`src/rtl/frogger_input_ctrl.sv`:
```
// ---------------------------------------------------------------------------
// frogger_input_ctrl
//
// Sits between the four debounce filters and the game core. It turns
// debounced button levels into clean one-cycle command pulses:
//   - a single held button gives one move pulse, then auto-repeat pulses
//     after REPEAT_DELAY cycles and every REPEAT_PERIOD cycles after that;
//   - all four buttons held for START_HOLD cycles give one start pulse;
//   - any multi-button press is a chord attempt and never moves the frog.
// At most one of the five pulse outputs is high in any cycle. All outputs
// are registered.
//
// Parameters
//   REPEAT_DELAY  : cycles from the first move pulse to the first repeat (>=2)
//   REPEAT_PERIOD : cycles between successive repeat pulses (>=2)
//   START_HOLD    : cycles all four buttons must be held for a start (>=2)
//
// Ports
//   i_Clk                       system clock
//   i_Reset                     asynchronous, active-high reset
//   i_Up/i_Down/i_Left/i_Right  debounced button levels, active high
//   i_Enable                    game running; gates move pulses only
//   o_Up/Down/Left/Right_Pulse  one-cycle move commands
//   o_Start_Pulse               one-cycle start command
//   o_Dir                       last commanded direction
//                               (0=Up, 1=Down, 2=Left, 3=Right)
//   o_Busy                      high whenever the FSM is not in IDLE
// ---------------------------------------------------------------------------
module frogger_input_ctrl #(
  parameter int REPEAT_DELAY  = 12500000,
  parameter int REPEAT_PERIOD = 6250000,
  parameter int START_HOLD    = 25000000
) (
  input  logic       i_Clk,
  input  logic       i_Reset,
  input  logic       i_Up,
  input  logic       i_Down,
  input  logic       i_Left,
  input  logic       i_Right,
  input  logic       i_Enable,
  output logic       o_Up_Pulse,
  output logic       o_Down_Pulse,
  output logic       o_Left_Pulse,
  output logic       o_Right_Pulse,
  output logic       o_Start_Pulse,
  output logic [1:0] o_Dir,
  output logic       o_Busy
);

  // One counter is shared by every timed state, so it is sized for the
  // largest of the three terminal counts.
  localparam int MAX_RD = (REPEAT_DELAY > REPEAT_PERIOD) ? REPEAT_DELAY : REPEAT_PERIOD;
  localparam int MAX_P  = (MAX_RD > START_HOLD) ? MAX_RD : START_HOLD;
  localparam int CW     = $clog2(MAX_P);

  localparam logic [CW-1:0] DELAY_LAST  = CW'(REPEAT_DELAY - 1);
  localparam logic [CW-1:0] PERIOD_LAST = CW'(REPEAT_PERIOD - 1);
  localparam logic [CW-1:0] START_LAST  = CW'(START_HOLD - 1);

  typedef enum logic [2:0] {
    S_IDLE     = 3'd0,
    S_PRESSED  = 3'd1,
    S_REPEAT   = 3'd2,
    S_CHORD    = 3'd3,
    S_WAIT_REL = 3'd4
  } state_t;

  state_t          state_q;
  logic [CW-1:0]   cnt_q;
  logic [3:0]      move_q;    // bit index == direction code
  logic            start_q;
  logic [1:0]      dir_q;
  logic            busy_q;

  // -------------------------------------------------------------------------
  // Button vector, ordered so that the bit index equals the direction code.
  // -------------------------------------------------------------------------
  logic [3:0] btn;
  assign btn = {i_Right, i_Left, i_Down, i_Up};

  // Number of buttons held this cycle, and the index of a held button
  // (only meaningful when exactly one is held).
  logic [2:0] n_held;
  logic [1:0] held_dir;

  always_comb begin
    n_held   = 3'd0;
    held_dir = 2'd0;
    for (int i = 0; i < 4; i++) begin
      if (btn[i]) begin
        n_held   = n_held + 3'd1;
        held_dir = 2'(i);
      end
    end
  end

  logic none_held;
  logic one_held;
  logic multi_held;
  logic all_held;

  assign none_held  = (n_held == 3'd0);
  assign one_held   = (n_held == 3'd1);
  assign multi_held = (n_held >= 3'd2);
  assign all_held   = (n_held == 3'd4);

  // One-hot decodes of the currently held direction and the latched one,
  // used directly as the next value of the move-pulse register.
  logic [3:0] held_sel;
  logic [3:0] lat_sel;

  for (genvar gi = 0; gi < 4; gi++) begin : g_dir_dec
    assign held_sel[gi] = (held_dir == 2'(gi));
    assign lat_sel[gi]  = (dir_q == 2'(gi));
  end

  // PRESSED and REPEAT share all logic except their terminal count.
  logic [CW-1:0] rpt_last;
  assign rpt_last = (state_q == S_PRESSED) ? DELAY_LAST : PERIOD_LAST;

  // In PRESSED/REPEAT, a held set that is not exactly the latched button
  // means the player is forming a chord (or switched buttons): abandon the
  // move sequence without a pulse.
  logic leave_for_chord;
  assign leave_for_chord = multi_held || (held_dir != dir_q);

  // -------------------------------------------------------------------------
  // Control FSM. Pulses default low every cycle so each is exactly one
  // cycle wide; i_Enable only masks the move pulse, never the state change.
  // -------------------------------------------------------------------------
  always_ff @(posedge i_Clk or posedge i_Reset) begin
    if (i_Reset) begin
      state_q <= S_IDLE;
      cnt_q   <= '0;
      move_q  <= 4'd0;
      start_q <= 1'b0;
      dir_q   <= 2'd0;
      busy_q  <= 1'b0;
    end else begin
      move_q  <= 4'd0;
      start_q <= 1'b0;

      case (state_q)
        S_IDLE: begin
          if (one_held) begin
            dir_q   <= held_dir;
            move_q  <= i_Enable ? held_sel : 4'd0;
            cnt_q   <= '0;
            state_q <= S_PRESSED;
            busy_q  <= 1'b1;
          end else if (multi_held) begin
            // Simultaneous press: chord attempt, no move pulse.
            cnt_q   <= '0;
            state_q <= S_CHORD;
            busy_q  <= 1'b1;
          end
        end

        S_PRESSED, S_REPEAT: begin
          if (none_held) begin
            // Release beats a terminal count landing in the same cycle.
            state_q <= S_IDLE;
            busy_q  <= 1'b0;
          end else if (leave_for_chord) begin
            cnt_q   <= '0;
            state_q <= S_CHORD;
          end else if (cnt_q == rpt_last) begin
            move_q  <= i_Enable ? lat_sel : 4'd0;
            cnt_q   <= '0;
            state_q <= S_REPEAT;
          end else begin
            cnt_q <= cnt_q + CW'(1);
          end
        end

        S_CHORD: begin
          if (none_held) begin
            state_q <= S_IDLE;
            busy_q  <= 1'b0;
          end else if (all_held) begin
            if (cnt_q == START_LAST) begin
              start_q <= 1'b1;
              state_q <= S_WAIT_REL;
            end else begin
              cnt_q <= cnt_q + CW'(1);
            end
          end else begin
            // Partial chord: the hold must restart from scratch.
            cnt_q <= '0;
          end
        end

        S_WAIT_REL: begin
          // Anything still held after a chord is ignored until full release.
          if (none_held) begin
            state_q <= S_IDLE;
            busy_q  <= 1'b0;
          end
        end

        default: begin
          state_q <= S_IDLE;
          cnt_q   <= '0;
          busy_q  <= 1'b0;
        end
      endcase
    end
  end

  assign o_Up_Pulse    = move_q[0];
  assign o_Down_Pulse  = move_q[1];
  assign o_Left_Pulse  = move_q[2];
  assign o_Right_Pulse = move_q[3];
  assign o_Start_Pulse = start_q;
  assign o_Dir         = dir_q;
  assign o_Busy        = busy_q;

endmodule

```
`config.mk`:
```
export PLATFORM = sky130hd
export DESIGN_NAME = frogger_input_ctrl
export DESIGN_NICKNAME = d
export VERILOG_FILES = /design/src/rtl/frogger_input_ctrl.sv
export SDC_FILE = /design/constraint.sdc
export NUM_CORES = 1
export LEC_CHECK = 0
export ABC_AREA = 1
export CAP_MARGIN = 20
export CORE_ASPECT_RATIO = 1.2
export CORE_MARGIN = 2
export CORE_UTILIZATION = 50
export CTS_CLUSTER_DIAMETER = 100
export DETAILED_ROUTE_END_ITERATION = 10
export DONT_BUFFER_PORTS = 1
export PLACE_DENSITY = 0.67
export SKIP_LAST_GASP = 1
export SLEW_MARGIN = 20
export SYNTH_ARGS = -nofsm -noshare
export SYNTH_HDL_FRONTEND = slang
export SYNTH_SLANG_ARGS = --single-unit
```
`constraint.sdc`:
```
create_clock -name i_Clk -period 1.6 [get_ports i_Clk]
set_input_delay 0.32 -clock i_Clk [delete_from_list [all_inputs] [get_ports i_Clk]]
set_output_delay 0.32 -clock i_Clk [all_outputs]
set_load 0.005 [all_outputs]
```
==> flow_metrics.env, run 1 <==
export IMPL_tns_ns=-6.191
export IMPL_chipWidth_um=71.78
export IMPL_ys_seq_elements=36
export IMPL_hpwl_um=5630
export IMPL_first_global_vias=3010
export IMPL_cts_buffers=5
export IMPL_internal_power_mw=2.070
export IMPL_clock_fmax_mhz=547.8
export IMPL_power_frac_comb_pct=50.2
export IMPL_violations="setup timing"
export IMPL_avgSynthCellArea_um2=6.806
export IMPL_drtIter0Drc=258
export IMPL_gr_usage_all_layers_pct=27.39
export IMPL_drc=0
export IMPL_clkLatencyLatePin_ns=0.29
export IMPL_fin_crit_sh_pct=114.1
export IMPL_hold_viol=0
export IMPL_power_density_nw_per_um2=879.5
export IMPL_rsz0062_at_grt="true"
export IMPL_synthAdderAreaFrac_pct=1.816
export IMPL_synth_compound_area_share_pct=4.948
export IMPL_viasPerCell=5.399
export IMPL_p_leak_nw=1.902
export IMPL_synth_cells=405
export IMPL_grt_max_degree=37
export IMPL_clock_sinks=36
export IMPL_gp_congestion=0.9416
export IMPL_p_clk_share_pct=19.4
export IMPL_p_sw_mw=1.402
export IMPL_area_growth_pct=43.21
export IMPL_fin_nets=510
export IMPL_detail_route_antenna_nets=0
export IMPL_wl_per_cell_um=14.10
export IMPL_gr_total_overflow=0
export IMPL_die_area_um2=6125
export IMPL_coreArea_um2=5298
export IMPL_worst_pin_slew_ns=0.4645
export IMPL_setup_violations=35
export IMPL_cts_tree="done"
export IMPL_power_share_sequential_pct=30.4
export IMPL_muxShareOfSynthArea_pct=0.3631
export IMPL_crit_fanout=8
export IMPL_ir_drop_v=0.0008845
export IMPL_critPathRequiredTime_ns=1.82
export IMPL_critPathLaunchType="primary input"
export IMPL_syn_num_nets=416
export IMPL_grt_pass1_wl_um=13230
export IMPL_sw_frac_of_total_pct=40.38
export IMPL_antenna_found_initial=0
export IMPL_power_mw=3.472
export IMPL_period_needed_ns=1.825
export IMPL_synth_cell_types=34
export IMPL_htree_levels=2
export IMPL_drive_above_1_share_pct=39.20
export IMPL_synth_cell_area_um2=2756
export IMPL_clk_pin_slew_worst_paths_ns=0.07
export IMPL_yosys_warnings=0
export IMPL_crit_type="in2reg"
export IMPL_portBuffers=0
export IMPL_final_cell_area_um2=3948
export IMPL_synth_top_family_by_area="simple AND/OR/NAND/NOR gates"
export IMPL_maxCapViolCount=0
export IMPL_maxSlewViolCount=0
export IMPL_initial_utilization_pct=52.03
export IMPL_fin_hold_ws_ns=0.02578
export IMPL_routed_wl_um=7924
export IMPL_vias=3034
export IMPL_synth_xor_area_share_pct=2.860
export IMPL_die_y_um=85.34
export IMPL_dr_pass1_iters=6
export IMPL_clock_root_buffer="clkbuf_8"
export IMPL_clock_path_buffers=2
export IMPL_crit_path_end_kind="flip-flop"
export IMPL_arrival_ns=2.05
export IMPL_pin_count=15
export IMPL_outcome="complete, but fails checks"
export IMPL_timing_slew_headroom_pct=69.03
export IMPL_antenna_cells=0
export IMPL_fin_ws_ns=-0.2254
export IMPL_cts_hold_buffers_added=0
export IMPL_fin_skew_ns=0.006098
export IMPL_yosys_area_share_simple_pct=48.25
export IMPL_place_ws_ns=-0.5301
export IMPL_hold_class="in2async"
export IMPL_rows=29
export IMPL_post_dp_cell_area_um2=3465
export IMPL_ys_seq_area_share_pct=32.68
export IMPL_fillerInstances=403
==> cell usage after synthesis (all sizes together) <==
| cell type | n | area share [%] |
|---|---|---|
| nor4 | 2 | 0.45 |
| or2 | 4 | 0.91 |
| inv | 51 | 6.9 |
| o21ai | 19 | 3.4 |
| xor2 | 8 | 2.5 |
| mux2i | 1 | 0.36 |
| xnor2 | 1 | 0.32 |
| nor2 | 58 | 11 |
| nand4 | 14 | 3.2 |
| dfrtp | 36 | 33 |
| nor3 | 9 | 1.6 |
| o21a | 1 | 0.27 |
| nand2 | 135 | 20 |
| clkbuf | 2 | 0.32 |
| nand3b | 5 | 1.4 |
| buf | 6 | 1.8 |
| nand3 | 45 | 9.9 |
| ha | 4 | 1.8 |
| o21bai | 1 | 0.27 |
| a21oi | 3 | 0.95 |
==> what timing repair did <==
item                                    in CTS  in global routing
endpoints found under the setup margin      35                 36
pin swaps                                   24                 22
gates cloned                                 1                  1
resized for setup                           37                 36
buffers inserted                            11                  2
==> layout make-up <==
class / count / area [um2] / area share, %
sequential: 36 / 902.1 / 22.85
inverter: 51 / 219.0 / 5.547
timing repair buffer: 94 / 758.2 / 19.21
tap: 62 / 77.57 / 1.965
clock buffer: 8 / 90.09 / 2.282
multi-input combinational: 311 / 1901 / 48.15
==> metrics by stage <==
step	instances	util, %
2_1_floorplan	405	-
3_3_place_gp	540	65.40
3_5_place_dp	540	65.40
4_1_cts	560	71.61
5_1_grt	562	74.52
6_report	562	74.52
==> sequential cells by signal, summed over array words and instances (netlist names) <==
signal / count
cnt_q: 25
o_Dir: 2
o_Start_Pulse: 1
move_q: 4
state_q: 3
o_Busy: 1
==> worst max-delay path, cell delays in order <==
cell     delay, ns
inv_12        0.02
ha_4          0.28
inv_2         0.04
nand2_2       0.06
nand2_2       0.07
inv_2         0.07
ha_4          0.13
nand2_4       0.05
inv_2         0.06
nand2_4       0.06
nand2_4       0.08
nor2_4        0.05
nand3_4       0.10
nand2_4       0.07
nor2_8        0.18
buf_12        0.16
nand2_4       0.04
nand2_2       0.06
nand2_1       0.05
nor2_1        0.09
==> power by group through the flow <==
stage                     combinational, mW  sequential (mW)  clock, mW
final                                  1.74             1.06      0.673
after global routing                   1.90             1.06      0.732
after CTS                              1.58             1.05      0.693
after detailed placement               1.41             1.06          0
after global placement                 1.39             1.06          0
after floorplan                       0.849             1.07          0
==> placed cells by master, fill, tap and decap left out, drive strengths merged, types with 2 or more instances in the layout <==
cell,n
nand4,14
inv,51
xor2,8
nand3b,5
nor3,9
or2,4
nor4,2
dfrtp,36
nor2,58
a21oi,3
ha,4
buf,93
nand2,136
clkbuf,9
nand3,45
o21ai,19
==> path summary, 6_finish.rpt <==
kind                          start        end  slack, ns  depth (start not counted)
max in group asynchronous   i_Reset   cnt_q[9]       1.23                          2
min in group i_Clk           i_Down  move_q[0]       0.11                          1
max reg2reg                cnt_q[1]  cnt_q[19]      -0.16                         10
max                          i_Down  cnt_q[20]      -0.23                         20
min                         i_Reset  move_q[0]       0.03                          2
min reg2reg                  o_Busy     o_Busy       0.52                          2
==> routing by layer <==
layer	wire length, um	track usage [%]
met4	261	13.21
met2	4063	47.98
met5	0	0
met1	3206	32.09
met3	393	4.513
==> cells by family (layout without fill, tap and decap cells) <==
logic type | after synthesis | count (layout)
flip-flops | 36 | 36
XOR/XNOR | 9 | 9
AO/OA/AOI/OAI | 24 | 24
buffers and inverters | 59 | 153
multiplexers | 1 | 1
AND/OR/NAND/NOR | 272 | 273
adder cells (fa/ha/maj) | 4 | 4
Note: power is estimated with default switching activity, not from simulation.
==> run 2, diff against run 1 <==
clock period = 1.5 ns   (was 1.6 ns; I/O delays follow)
==> flow_metrics.env, run 2 (synthesized netlist as in run 1, its figures left out) <==
export IMPL_drc=0
export IMPL_largest_register="cnt_q"
export IMPL_setup_violations=35
export IMPL_clock_path_buffers=2
export IMPL_hold_viol=13
export IMPL_rsz0062_at_grt="true"
export IMPL_largest_reg_flops=25
export IMPL_worstPathCellList="inv_12 > ha_4 > inv_2 > nand2_2 > nand2_2 > inv_2 > ha_4 > or2_0 > nand2_1 > nand2_2 > nor2_4 > nand3_4 > nand2_4 > nand3b_1 > nand2_1"
export IMPL_ir_drop_v=0.001210
export IMPL_routed_wl_um=7847
export IMPL_gr_total_overflow=0
export IMPL_chipWidth_um=71.78
export IMPL_maxCapViolCount=0
export IMPL_clock_root_buffer="clkbuf_8"
export IMPL_hpwl_um=5752
export IMPL_power_mw=3.685
export IMPL_power_density_nw_per_um2=945.7
export IMPL_crit_fanout=8
export IMPL_instances_no_fill=564
export IMPL_grt_pass1_wl_um=12930
export IMPL_drive_above_1_share_pct=36.45
export IMPL_slowest_delay_ns=0.28
export IMPL_initial_utilization_pct=52.03
export IMPL_portBuffers=0
export IMPL_arrival_ns=2.04
export IMPL_fin_ws_ns=-0.3029
export IMPL_die_y_um=85.34
export IMPL_grt_max_degree=37
export IMPL_clk_pin_slew_worst_paths_ns=0.07
export IMPL_coreArea_um2=5298
export IMPL_clock_sinks=36
export IMPL_clock_fmax_mhz=554.6
export IMPL_cts_hold_buffers_added=0
export IMPL_fillerInstances=410
export IMPL_crit_type="in2reg"
export IMPL_critPathRequiredTime_ns=1.74
export IMPL_final_common_cell="nand2_1"
export IMPL_reg_top3="cnt_q (25), move_q (4), state_q (3)"
export IMPL_cts_tree="done"
export IMPL_final_cell_area_um2=3896
export IMPL_die_area_um2=6125
export IMPL_seq_area_um2=903.4
export IMPL_detail_route_antenna_nets=0
export IMPL_fin_hold_ws_ns=-0.01654
export IMPL_maxSlewViolCount=0
export IMPL_timing_slew_headroom_pct=69.39
export IMPL_critPathLaunchType="primary input"
export IMPL_post_dp_cell_area_um2=3525
export IMPL_period_needed_ns=1.803
export IMPL_crit_path_end_kind="flip-flop"
export IMPL_fin_crit_sh_pct=120.2
export IMPL_place_ws_ns=-0.6542
export IMPL_gr_usage_all_layers_pct=26.77
export IMPL_wl_per_cell_um=13.91
export IMPL_hold_class="in2async"
export IMPL_post_route_util_pct=73.55
export IMPL_area_growth_pct=41.35
export IMPL_crit_top_cell="nand2_2"
export IMPL_cts_buffers=5
export IMPL_vias=2929
export IMPL_worst_pin_slew_ns=0.4592
export IMPL_multiInputGateArea_um2=1829
export IMPL_dpl_cell_count=548
export IMPL_drtIter0Drc=173
export IMPL_antenna_cells=0
export IMPL_outcome="complete, but fails checks"
export IMPL_gp_congestion=0.8859
export IMPL_fin_skew_ns=0.006071
export IMPL_dr_pass1_iters=4
export IMPL_antenna_found_initial=0
export IMPL_tns_ns=-9.102
export IMPL_viasPerCell=5.193
export IMPL_most_common_layout_cells="nand2_1, buf_4, nor2_1"
export IMPL_violations="hold timing, setup timing"
export IMPL_slowest_stage="ha_4"
export IMPL_clkLatencyLatePin_ns=0.30
export IMPL_pin_count=15
export IMPL_fin_nets=512
export IMPL_rows=29
export IMPL_p_leak_nw=1.910
export IMPL_htree_levels=2
export IMPL_first_global_vias=3017
==> run 2: cell types whose count changed in the layout (fill, tap and decap cells not counted), sizes merged <==
cell / delta
buf: +2
==> run 2: layout make-up <==
class | instances | share of cell area, %
multi-input combinational | 311 | 46.95
sequential | 36 | 23.19
timing repair buffer | 96 | 19.94
inverter | 51 | 5.620
clock buffer | 8 | 2.312
tap | 62 | 1.991
==> run 2: where the power goes <==
part	switching, mW	leakage (nW)	internal (mW)
Sequential	0.0653	0.488	1.06
Combinational	1.04	1.38	0.791
Clock	0.353	0.0455	0.375
Total	1.46	1.91	2.22
==> run 2: metal layers <==
metal	part of all wire [%]	vias up	routed length (um)	track usage [%]
li1	-	1486	-	-
met1	40	1350	3119	29.05
met2	52	65	4055	48.74
met3	4.4	28	342	4.751
met4	4.2	0	329	13.89
met5	0	-	0	0
==> run 2: worst paths after layout <==
| check | startpoint | endpoint | slack (ns) | depth (start not counted) |
|---|---|---|---|---|
| setup / recovery | i_Down | cnt_q[14] | -0.30 | 15 |
| hold / removal | i_Reset | move_q[0] | -0.02 | 2 |
| setup reg to reg | cnt_q[1] | cnt_q[10] | -0.26 | 11 |
| hold reg to reg | o_Busy | o_Busy | 0.54 | 2 |
| max in group asynchronous | i_Reset | cnt_q[10] | 1.16 | 2 |
| min in group i_Clk | i_Down | move_q[0] | 0.10 | 1 |
==> run 2: what timing repair did <==
| action | in CTS | in global routing |
|---|---|---|
| cloned | 1 | 1 |
| endpoints found under the setup margin | 35 | 36 |
| pin swaps | 19 | 24 |
| resized for setup | 23 | 32 |
| setup buffers | 3 | 3 |
==> run 2: critical path, delay by kind of cell <==
family	cells	cell delay (ns)
adder cells (fa/ha/maj)	2	0.48
buffers and inverters	3	0.11
AND/OR/NAND/NOR	10	1.15
